File: config.mk
export PLATFORM = sky130hd
export DESIGN_NAME = gpio_serial_loader
export DESIGN_NICKNAME = d
export VERILOG_FILES = /design/src/rtl/gpio_serial_loader.sv
export SDC_FILE = /design/constraint.sdc
export NUM_CORES = 1
export LEC_CHECK = 0
export ABC_AREA = 1
export ABC_CLOCK_PERIOD_IN_PS = 2900
export CAP_MARGIN = 20
export CORE_MARGIN = 1
export CORE_UTILIZATION = 58
export CTS_CLUSTER_SIZE = 40
export DETAILED_ROUTE_END_ITERATION = 12
export PLACE_DENSITY = 0.82
export SKIP_CTS_REPAIR_TIMING = 1
export SYNTH_ARGS = -nofsm -noshare
export SYNTH_HDL_FRONTEND = slang
export SYNTH_SLANG_ARGS = --single-unit
File: constraint.sdc
create_clock -name wb_clk_i -period 2.9 [get_ports wb_clk_i]
set_input_delay 0.435 -clock wb_clk_i [delete_from_list [all_inputs] [get_ports wb_clk_i]]
set_output_delay 0.435 -clock wb_clk_i [all_outputs]
set_load 0.05 [all_outputs]
File: src/rtl/gpio_serial_loader.sv
// Purpose : fetches one pad-control word per GPIO from the config register file and shifts the words
//           serially into the daisy-chained pad-control registers, then pulses the chain load strobe.
// Latency : done is NUM_GPIO*(2+2*PAD_CTRL_BITS*CLK_DIV)+2*CLK_DIV cycles after start is sampled;
//           a chain reset takes 2*CLK_DIV cycles.
// Backpressure: none. start/chain_rst_req are accepted only while idle; requests made while busy are dropped.
// Ports:
//   wb_clk_i, wb_rst_i           clock, synchronous active-high reset
//   start, chain_rst_req         one-cycle requests (chain reset wins when both are asserted)
//   busy, done                   sequence status and one-cycle completion pulse
//   cfg_rd, cfg_addr, cfg_data   register-file read port (data returns the cycle after cfg_rd)
//   serial_clock, serial_load, serial_resetn, serial_data_out   pad-control chain interface
module gpio_serial_loader #(
    parameter int NUM_GPIO      = 38,
    parameter int PAD_CTRL_BITS = 10,
    parameter int ADDR_W        = 6,
    parameter int CLK_DIV       = 1
) (
    input  logic                     wb_clk_i,
    input  logic                     wb_rst_i,
    input  logic                     start,
    input  logic                     chain_rst_req,
    output logic                     busy,
    output logic                     done,
    output logic                     cfg_rd,
    output logic [ADDR_W-1:0]        cfg_addr,
    input  logic [PAD_CTRL_BITS-1:0] cfg_data,
    output logic                     serial_clock,
    output logic                     serial_load,
    output logic                     serial_resetn,
    output logic                     serial_data_out
);

    localparam int PTR_W = $clog2(PAD_CTRL_BITS);
    localparam int DIV_W = $clog2(CLK_DIV) + 1;

    localparam logic [ADDR_W-1:0] IDX_LAST = ADDR_W'(NUM_GPIO - 1);
    localparam logic [PTR_W-1:0]  PTR_MSB  = PTR_W'(PAD_CTRL_BITS - 1);
    localparam logic [DIV_W-1:0]  DIV_HALF = DIV_W'(CLK_DIV - 1);
    localparam logic [DIV_W-1:0]  DIV_CRST = DIV_W'(2 * CLK_DIV - 1);

    typedef enum logic [2:0] {
        IDLE,
        FETCH,
        CAPTURE,
        SHIFT_LO,
        SHIFT_HI,
        LOAD_HI,
        LOAD_LO,
        CRST
    } state_t;

    state_t                   state_q, state_d;
    logic [ADDR_W-1:0]        idx_q, idx_d;
    logic [PTR_W-1:0]         ptr_q, ptr_d;
    logic [DIV_W-1:0]         div_q, div_d;
    logic [PAD_CTRL_BITS-1:0] word_q, word_d;

    logic                     busy_q, busy_d;
    logic                     done_q, done_d;
    logic                     cfg_rd_q, cfg_rd_d;
    logic [ADDR_W-1:0]        cfg_addr_q, cfg_addr_d;
    logic                     sclk_q, sclk_d;
    logic                     sload_q, sload_d;
    logic                     srstn_q, srstn_d;
    logic                     sdat_q, sdat_d;

    logic                     div_zero;

    assign div_zero = (div_q == '0);

    // Next-state logic. Each timed state loads div with its length minus one on entry
    // and leaves when div reaches zero.
    always_comb begin
        state_d = state_q;
        idx_d   = idx_q;
        ptr_d   = ptr_q;
        div_d   = div_q;
        word_d  = word_q;
        done_d  = 1'b0;

        case (state_q)
            IDLE: begin
                if (chain_rst_req) begin
                    state_d = CRST;
                    div_d   = DIV_CRST;
                end else if (start) begin
                    state_d = FETCH;
                    idx_d   = IDX_LAST;
                end
            end
            FETCH: begin
                state_d = CAPTURE;
            end
            CAPTURE: begin
                state_d = SHIFT_LO;
                word_d  = cfg_data;
                ptr_d   = PTR_MSB;
                div_d   = DIV_HALF;
            end
            SHIFT_LO: begin
                if (div_zero) begin
                    state_d = SHIFT_HI;
                    div_d   = DIV_HALF;
                end else begin
                    div_d = div_q - 1'b1;
                end
            end
            SHIFT_HI: begin
                if (!div_zero) begin
                    div_d = div_q - 1'b1;
                end else if (ptr_q != '0) begin
                    state_d = SHIFT_LO;
                    ptr_d   = ptr_q - 1'b1;
                    div_d   = DIV_HALF;
                end else if (idx_q != '0) begin
                    state_d = FETCH;
                    idx_d   = idx_q - 1'b1;
                end else begin
                    state_d = LOAD_HI;
                    div_d   = DIV_HALF;
                end
            end
            LOAD_HI: begin
                if (div_zero) begin
                    state_d = LOAD_LO;
                    div_d   = DIV_HALF;
                end else begin
                    div_d = div_q - 1'b1;
                end
            end
            LOAD_LO, CRST: begin
                if (div_zero) begin
                    state_d = IDLE;
                    done_d  = 1'b1;
                end else begin
                    div_d = div_q - 1'b1;
                end
            end
            default: begin
                state_d = IDLE;
            end
        endcase
    end

    // Outputs are decoded from the next state so the registered copies line up with
    // the state they describe.
    always_comb begin
        busy_d     = (state_d != IDLE);
        cfg_rd_d   = (state_d == FETCH);
        cfg_addr_d = (state_d == FETCH) ? idx_d : cfg_addr_q;
        sclk_d     = (state_d == SHIFT_HI);
        sload_d    = (state_d == LOAD_HI);
        srstn_d    = (state_d != CRST);
        // Data moves only when entering/staying in SHIFT_LO, i.e. only while the clock is low.
        sdat_d     = (state_d == SHIFT_LO) ? word_d[ptr_d] : sdat_q;
    end

    always_ff @(posedge wb_clk_i) begin
        if (wb_rst_i) begin
            state_q    <= IDLE;
            idx_q      <= '0;
            ptr_q      <= '0;
            div_q      <= '0;
            word_q     <= '0;
            busy_q     <= 1'b0;
            done_q     <= 1'b0;
            cfg_rd_q   <= 1'b0;
            cfg_addr_q <= '0;
            sclk_q     <= 1'b0;
            sload_q    <= 1'b0;
            srstn_q    <= 1'b0;
            sdat_q     <= 1'b0;
        end else begin
            state_q    <= state_d;
            idx_q      <= idx_d;
            ptr_q      <= ptr_d;
            div_q      <= div_d;
            word_q     <= word_d;
            busy_q     <= busy_d;
            done_q     <= done_d;
            cfg_rd_q   <= cfg_rd_d;
            cfg_addr_q <= cfg_addr_d;
            sclk_q     <= sclk_d;
            sload_q    <= sload_d;
            srstn_q    <= srstn_d;
            sdat_q     <= sdat_d;
        end
    end

    assign busy            = busy_q;
    assign done            = done_q;
    assign cfg_rd          = cfg_rd_q;
    assign cfg_addr        = cfg_addr_q;
    assign serial_clock    = sclk_q;
    assign serial_load     = sload_q;
    assign serial_resetn   = srstn_q;
    assign serial_data_out = sdat_q;

endmodule

==> results of run 1 <==
cell usage after synthesis, drive strengths merged:
| library cell | instances |
|---|---|
| clkbuf | 3 |
| inv | 38 |
| or2 | 1 |
| o31ai | 1 |
| xor2 | 5 |
| o22ai | 4 |
| a2111oi | 1 |
| and2 | 1 |
| nand4 | 6 |
| nor3 | 1 |
| mux2i | 5 |
| ha | 3 |
| nand3b | 1 |
| nor3b | 2 |
| a21oi | 9 |
| dfxtp | 37 |
| buf | 3 |
| a31oi | 1 |
| o21a | 1 |
| nand2 | 48 |
| o211ai | 2 |
| nand3 | 18 |
| o21ai | 25 |
| nor2 | 40 |
worst max path at each step:
stage	endpoint	slack, ps	startpoint	depth (start not counted)
after detailed placement	serial_data_out	860	state_q[0]	8
after CTS	serial_data_out	790	state_q[0]	8
after floorplan	serial_data_out	1260	ptr_q[0]	12
after global placement	serial_data_out	920	state_q[0]	9
after global routing	serial_data_out	540	state_q[0]	9
final	serial_data_out	770	state_q[0]	8
worst min-delay path: cells and delay by family (launching register included):
kind | cells | cell delay, ps
flip-flops | 1 | 320
AO/OA/AOI/OAI | 1 | 50
AND/OR/NAND/NOR | 1 | 60
registers in the layout, indices dropped and copies added (netlist names):
register         cells
done                 1
serial_data_out      1
state_q              3
idx_q                6
word_q              10
cfg_addr             6
serial_resetn        1
cfg_rd               1
div_q                1
serial_load          1
busy                 1
serial_clock         1
ptr_q                4
power by group:
| part | internal (mW) | switching, mW |
|---|---|---|
| sequential | 0.666 | 0.109 |
| clock | 0.0923 | 0.166 |
| combinational | 0.604 | 1.12 |
| total | 1.36 | 1.40 |
cell families after synthesis:
group,after synthesis,synth area share (%)
AOI/OAI and AO/OA,44,14.19
xor gates and xnor gates,5,2.279
adders and majority gates,3,1.953
buffers and inverters,44,9.896
DFF,37,38.54
muxes,5,2.604
and+or+nand+nor,118,30.53
cell type report:
type,instances,area [um2]
multi-input combinational,175,991.0
fill,268,854.6
sequential,37,740.7
timing repair buffer,27,267.8
inverter,38,142.6
tap,44,55.05
clock buffer,6,41.29
clock inverter,2,10.01
per-stage QoR:
stage               hold slack, ps  setup slack [ps]
floorplan                    441.1              1259
global placement             450.7             917.7
detailed placement           454.7             859.0
CTS                          470.9             792.7
global route                 513.2             536.9
finish                       466.9             765.2
layer usage:
metal	GRT usage [%]	up-vias	share of wire, %
li1	-	890	-
met1	38.55	732	54
met2	34.03	49	40
met3	6.769	8	5.0
met4	8.638	0	1.3
met5	0	-	0
==> out/metrics.csv, run 1 <==
stage,metric,value,unit
final_layout,ant diodes,0,
floorplan,Die Y,59.57,um
yosys,Yosys reg bits,37,
yosys,post-synth top area share,38.54,%
clock_tree,Inserted Clock Buffers,5,
timing,Fin Setup TNS,0,ps
global_route,gr usage total,25.30,%
power_and_ir_drop,leakage power,1.038,nW
setup_path,Worst Setup Start Kind,flop,
timing,Clock Skew,4.869,ps
global_route,Congestion Overflow GR,0,
yosys,mean post-synth cell area,7.507,um2
final_layout,"most common cell after layout, fill and taps aside",nand2_1,
setup_path,cell chain of the critical path,nor2_1 -> nand2_1 -> nand2_1 -> o21ai_0 -> inv_1 -> nand3_1 -> nand3_1 -> a21oi_1,
final_layout,layout cells sized above 1,11.23,%
timing,Fmax,468.4,MHz
drt,Residual DRC,0,
drt,Pre-antenna DRT Iters,4,
timing,Tmin final,2135,ps
floorplan,I/O Pins,27,
setup_path,cell family with most CP delay,simple AND/OR/NAND/NOR gates,
setup_path,CP Class,flop to flop,
drt,Iter 0 DRT Violations,103,
final_layout,most frequent cells in the layout,"nand2_1 (41), dfxtp_1 (37), nor2_1 (36)",
floorplan,die width,59.57,um
clock_tree,CTS tree,yes,
global_route,antenna violations before repair,0,
final_layout,final core occ,72.46,%
yosys,dominant cells by area after synthesis,"dfxtp_1 (39%), nand2_1 (8.0%), nor2_1 (7.0%), inv_1 (6.4%), nand3_1 (4.4%)",
min_path,hold path cells,2,
setup_path,Setup crit end kind,flop,
yosys,synthesized cell area,1922,um2
drt,total number of vias,1679,
final_layout,Final nets,301,
floorplan,cell row count,20,
outcome,status,completed,
floorplan,Die ar.,3548,um2
global_route,largest net degree at the start of global routing,23,
min_path,HP Class,flop to flop,
yosys,Syn. warnings,0,
drt,number of routed nets with antenna violations,0,
drt,drt total wl,3.890,mm
setup_path,crit path DAT,2420,ps
setup_path,Critical Path RT,3190,ps
timing,max_slew headroom,46.39,%
setup_path,Slowest Stage Delay on Critical Path,600,ps
clock_tree,H-tree levels,2,
setup_path,WP buf/inv,1,
clock_tree,clock net sink count,37,
timing,Pins Over Slew Limit,0,
drt,Wirelength per Cell,11.82,um
setup_path,CP Max Fanout,22,
global_route,first-pass GRT wire length,6.603,mm
timing,Hold Fails Final Rpt,0,
run,max cap viols,0,
placement,Final HPWL DP,2.806,mm
clock_tree,"Reg clk slew, reported paths",100,ps
final_layout,final instance area,2248,um2
clock_tree,Clock Tree Buf Depth,2,
placement,Buffers on Ports,26,
global_route,vias in the first global route,1492,
drt,Via density,5.103,
floorplan,core box area,3103,um2
placement,placed cells,321,
yosys,library cells used by synthesis,39,
power_and_ir_drop,pwr dens,1227,nW/um2
power_and_ir_drop,Worst VDD drop,0.7892,mV
final_layout,"non-filler cells, final",329,
yosys,dominant cell type by area after synthesis,dfxtp_1,
yosys,Syn Inst Count,256,
timing,final count of negative-setup-slack endpoints,0,
setup_path,reg2reg setup slack,770,ps
final_layout,Syn-to-layout area delta,16.99,%
setup_path,slowest CP cell,nand2_1,
timing,Worst Max-Slew Pin Slew,802.1,ps
floorplan,Starting Density,61.94,%
yosys,Syn Nets,273,
power_and_ir_drop,Pwr Total,2.759,mW
clock_tree,root buffer selected by CTS,clkbuf_4,
setup_path,r2r startpoint,state_q[0],
min_path,HP Start,idx_q[1],
setup_path,RR Endpoint,serial_data_out,
clock_tree,clk_lat worst skew,350,ps
setup_path,R2R depth,8,
timing,unrepaired setup endpoints after global routing,no,
placement,RePlAce Congestion,0.9296,
placement,Placed Area,2197,um2
yosys,register area share after synthesis,38.54,%
min_path,Worst Hold End,idx_q[1],
timing,ratio of final minimum period to clock period,73.61,%
(Power assumes the default switching activity.)
==> run 2, diff against run 1 <==
--- a/config.mk
+++ b/config.mk
@@ -6,13 +6,13 @@
 export NUM_CORES = 1
 export LEC_CHECK = 0
 export ABC_AREA = 1
-export ABC_CLOCK_PERIOD_IN_PS = 2900
+export ABC_CLOCK_PERIOD_IN_PS = 1900
 export CAP_MARGIN = 20
 export CORE_MARGIN = 1
-export CORE_UTILIZATION = 58
+export CORE_UTILIZATION = 49
 export CTS_CLUSTER_SIZE = 40
 export DETAILED_ROUTE_END_ITERATION = 12
-export PLACE_DENSITY = 0.82
+export PLACE_DENSITY = 0.74
 export SKIP_CTS_REPAIR_TIMING = 1
 export SYNTH_ARGS = -nofsm -noshare
 export SYNTH_HDL_FRONTEND = slang
==> constraint.sdc (replaced) <==
create_clock -name wb_clk_i -period 1.9 [get_ports wb_clk_i]
set_input_delay 0.285 -clock wb_clk_i [delete_from_list [all_inputs] [get_ports wb_clk_i]]
set_output_delay 0.285 -clock wb_clk_i [all_outputs]
set_load 0.05 [all_outputs]
==> out/metrics.csv, run 2 (synthesis gave the netlist of run 1 again) <==
stage,metric,value,unit
timing,max_slew headroom,65.51,%
setup_path,WP buf/inv,1,
setup_path,Critical Path RT,1620,ps
drt,Iter 0 DRT Violations,131,
timing,unrepaired setup endpoints after global routing,no,
final_layout,Syn-to-layout area delta,25.59,%
clock_tree,"Reg clk slew, reported paths",70,ps
global_route,vias in the first global route,1633,
floorplan,I/O Pins,27,
drt,Via density,5.118,
setup_path,RR Endpoint,cfg_addr[2],
global_route,Congestion Overflow GR,0,
final_layout,largest register by flop count,word_q,
drt,Pre-antenna DRT Iters,4,
placement,placed cells,329,
global_route,largest net degree at the start of global routing,23,
final_layout,"non-filler cells, final",338,
clock_tree,root buffer selected by CTS,clkbuf_8,
power_and_ir_drop,Pwr Total,4.743,mW
setup_path,Setup crit end kind,output port,
final_layout,layout cells sized above 1,15.17,%
timing,ratio of final minimum period to clock period,90.60,%
clock_tree,Inserted Clock Buffers,5,
floorplan,die width,64.63,um
clock_tree,clk_lat worst skew,290,ps
drt,total number of vias,1730,
drt,Residual DRC,0,
clock_tree,Clock Tree Buf Depth,2,
floorplan,Die ar.,4176,um2
setup_path,Worst Setup Start Kind,flop,
final_layout,Reg area,742.0,um2
floorplan,Starting Density,51.72,%
floorplan,cell row count,22,
floorplan,Die Y,64.63,um
timing,Hold Fails Final Rpt,0,
timing,Fmax,580.9,MHz
clock_tree,CTS tree,yes,
placement,Final HPWL DP,2.843,mm
min_path,HP Class,flop to flop,
setup_path,r2r startpoint,idx_q[0],
power_and_ir_drop,pwr dens,1965,nW/um2
timing,final count of negative-setup-slack endpoints,0,
setup_path,cell family with most CP delay,buffers and inverters,
setup_path,Critical Path Source,cfg_addr[1],
clock_tree,clock net sink count,37,
global_route,gr usage total,21.41,%
setup_path,Worst Setup EP,cfg_addr[1],
timing,Worst Max-Slew Pin Slew,515.7,ps
final_layout,max reg flops,10,
placement,RePlAce Congestion,0.9092,
power_and_ir_drop,leakage power,1.109,nW
setup_path,R2R depth,10,
final_layout,"most common cell after layout, fill and taps aside",nand2_1,
final_layout,Final nets,306,
final_layout,ant diodes,0,
final_layout,Filler cells,330,
global_route,antenna violations before repair,0,
setup_path,slowest CP cell,clkdlybuf4s50_1,
global_route,first-pass GRT wire length,6.886,mm
timing,Clock Skew,3.574,ps
drt,Wirelength per Cell,11.71,um
run,max cap viols,0,
clock_tree,H-tree levels,2,
final_layout,most frequent cells in the layout,"nand2_1 (40), nor2_1 (36), dfxtp_1 (36)",
final_layout,area of the multi-input gates,1017,um2
timing,Tmin final,1721,ps
floorplan,core box area,3716,um2
setup_path,Slowest Stage Delay on Critical Path,810,ps
setup_path,CP Max Fanout,2,
setup_path,Critical Path Stages,1,
drt,number of routed nets with antenna violations,0,
setup_path,crit path DAT,1440,ps
timing,Fin Setup TNS,0,ps
setup_path,CP Class,flop to output port,
timing,Pins Over Slew Limit,0,
setup_path,cell chain of the critical path,clkdlybuf4s50_1,
placement,Buffers on Ports,26,
setup_path,reg2reg setup slack,180,ps
outcome,status,completed,
power_and_ir_drop,Worst VDD drop,0.8873,mV
drt,drt total wl,3.959,mm
## run 2: cell types whose count changed in the layout (fill, tap and decap cells not counted), moves of 2 or more
cell and change:
clkbuf_4 -5, bufinv_16 +2, buf_4 +4, clkbuf_8 +5
## run 2: metrics by stage
step / util, % / instance area, um2 / hold slack [ps] / setup slack, ps
after global routing: 64.95 / 2414 / 492.2 / 2.815
final: 64.95 / 2414 / 470.1 / 178.6
after floorplan: - / 1922 / 357.1 / 258.7
after detailed placement: 60.40 / 2245 / 460.0 / 70.59
after global placement: 60.40 / 2245 / 453.1 / 160.4
after CTS: 64.01 / 2379 / 471.6 / 54.15
## run 2: per-layer routing
layer	GRT usage (%)	vias up	share of wire, %
met4	8.333	0	2.9
li1	-	896	-
met5	0	-	0
met1	25.30	774	45
met3	6.514	13	5.6
met2	36.05	47	46
## run 2: power by group
group,leakage (nW),internal [mW],switching [mW]
clock,0.0681,0.521,0.286
combinational,0.737,1.00,1.76
sequential,0.304,1.02,0.158
## run 2: worst min-delay path by stage
stage	startpoint	to	slack, ps	cells after the start
after floorplan	wb_rst_i	state_q[2]	360	1
after global placement	idx_q[1]	idx_q[1]	450	2
after detailed placement	cfg_addr[1]	cfg_addr[1]	460	2
after CTS	cfg_addr[1]	cfg_addr[1]	470	2
after global routing	idx_q[1]	idx_q[1]	490	2
final	cfg_addr[1]	cfg_addr[1]	470	2
## run 2: cell type report
type                    instances  share of cell area (%)
multi-input cells             175                   42.15
clock inverters                 3                   2.696
clock buffers                   5                   2.851
repair buffers                 32                   13.17
well taps                      48                   2.488
inverters                      38                   5.910
flip-flops and latches         37                   30.74
==> RTL edit (settings of run 2) <==
Set the parameter `PAD_CTRL_BITS` to 5 (it was 10).
--- a/src/rtl/gpio_serial_loader.sv
+++ b/src/rtl/gpio_serial_loader.sv
@@ -11,7 +11,7 @@
 //   serial_clock, serial_load, serial_resetn, serial_data_out   pad-control chain interface
 module gpio_serial_loader #(
     parameter int NUM_GPIO      = 38,
-    parameter int PAD_CTRL_BITS = 10,
+    parameter int PAD_CTRL_BITS = 5,
     parameter int ADDR_W        = 6,
     parameter int CLK_DIV       = 1
 ) (
Interface: changed (resized cfg_data); port bits go from 27 to 22. No check against the original RTL was run, so the function may have changed too.
==> RTL edit against run 2 <==
Cell area decreased by 18%; setup slack got worse by 44 ps; wire length is 16% lower; largest power group unchanged; synthesized area decreased by 12%; fmax down 2.5%; non-clock buffer count decreased by 7; sequential cell count decreased by 6; power decreased by 19%; worst hold slack got worse by 1.2 ps.
==> RTL edit: results (changes against run 2) <==
| Metric | Value |
|---|---|
| Cell Area, Placed | 1924 sq um (-14%) |
| Number of port buffers | 21 (-19%) |
| Post-synth top cells | 51 x nand2_1, 33 x nor2_1, 31 x dfxtp_1, 31 x inv_1, 25 x nand3_1 |
| Layout cell share with drive strength beyond 1 | 13.75% (-1.4 points) |
| VDD IR max | 0.9454 mV (+6.5%) |
| Slew headroom | 66.51% (+1.0 points) |
| Mapped Nets | 258 (-5.5%) |
| Status | complete, no violations |
| Placer Congestion | 0.8907 (-2.0%) |
| Dpl hpwl | 2376 um (-16%) |
| Worst-Skew Late Latency | 330 ps (+40 ps) |
| Total wire length | 3322 um (-16%) |
| Placed cells | 306 (-7.0%) |
| Iteration-0 DRC count of the detailed router | 74 (-44%) |
| Largest cells by area after synthesis | dfxtp_1 37%, nand2_1 11%, nand3_1 7.4% |
| Pre-CTS setup slack | 89.68 ps (+19.08 ps) |
| First-pass iteration count of the detailed router | 5 (+1) |
| Clk pin slew, worst setup/hold paths | 90 ps (+20 ps) |
| Vias | 1,560 (-9.8%) |
| Via density per instance | 4.984 (-2.6%) |
| Root Buffer | clkbuf_4 |
| Vias in the first global route | 1,364 (-16%) |
| Cells after Synth | 245 (-4.3%) |
| Final Skew | 7.336 ps (+3.762 ps) |
| Fillers | 316 (-4.2%) |
RTL edit: cell types whose count changed in the layout (fill, tap and decap cells not counted), sizes merged, moves of 6 or more:
cell,change
nand3,+8
a21oi,+9
dfxtp,-6
nand2,+7
o21ai,-13
RTL edit: cells by family (layout without fill, tap and decap cells):
| group | count (synthesis) | after routing | share of synthesized area, % |
|---|---|---|---|
| buffers and inverters | 47 | 70 | 12.69 |
| adders and majority gates | 4 | 4 | 2.967 |
| xor gates and xnor gates | 1 | 1 | 0.5194 |
| AOI/OAI and AO/OA | 36 | 37 | 13.95 |
| DFF | 31 | 31 | 36.80 |
| and+or+nand+nor | 126 | 126 | 33.09 |
RTL edit: layout make-up:
cell class              count  area (sq um)  area share, %
inverters                  39         156.4          7.896
repair buffers             25         240.2          12.13
clock buffers               6         41.29          2.085
multi-input cells         168         865.8          43.71
flip-flops and latches     31         621.8          31.40
well taps                  44         55.05          2.780
RTL edit: power by group through the flow:
stage / combinational (W) / clock [W] / sequential (W)
after CTS: 0.00238 / 0.000346 / 0.00108
after global routing: 0.00273 / 0.000375 / 0.00112
after detailed placement: 0.00237 / 0 / 0.00110
after floorplan: 0.00161 / 0 / 0.00136
final: 0.00243 / 0.000339 / 0.00108
after global placement: 0.00235 / 0 / 0.00109
RTL edit: worst paths after layout:
check,start,to,cells after the start,slack (ps)
worst min-delay path,cfg_addr[1],cfg_addr[1],2,470
worst min register to register,cfg_addr[1],cfg_addr[1],2,470
worst max-delay path,cfg_addr[0],cfg_addr[0],1,130
worst max register to register,ptr_q[1],cfg_addr[0],9,180
RTL edit: tightest hold or removal path, delay by kind of cell (launching register included):
| family | cells | cell delay, ps |
|---|---|---|
| AO/OA/AOI/OAI | 1 | 50 |
| AND/OR/NAND/NOR | 1 | 60 |
| flip-flops | 1 | 320 |
RTL edit: metal layers:
metal | global-route usage, % | part of all wire, % | vias to the layer above
li1 | - | - | 829
met1 | 25.07 | 49 | 684
met2 | 32.03 | 44 | 40
met3 | 6.397 | 5.9 | 7
met4 | 9.091 | 1.6 | 0
met5 | 0 | 0 | -
RTL edit: metrics by stage:
| step | hold WS (ps) | total power [W] |
|---|---|---|
| 4_1_cts | 475.7 | 0.003810 |
| 6_report | 468.9 | 0.003852 |
| 5_1_grt | 499.3 | 0.004219 |
| 2_1_floorplan | 363.8 | 0.002968 |
| 3_3_place_gp | 460.5 | 0.003444 |
| 3_5_place_dp | 460.1 | 0.003466 |
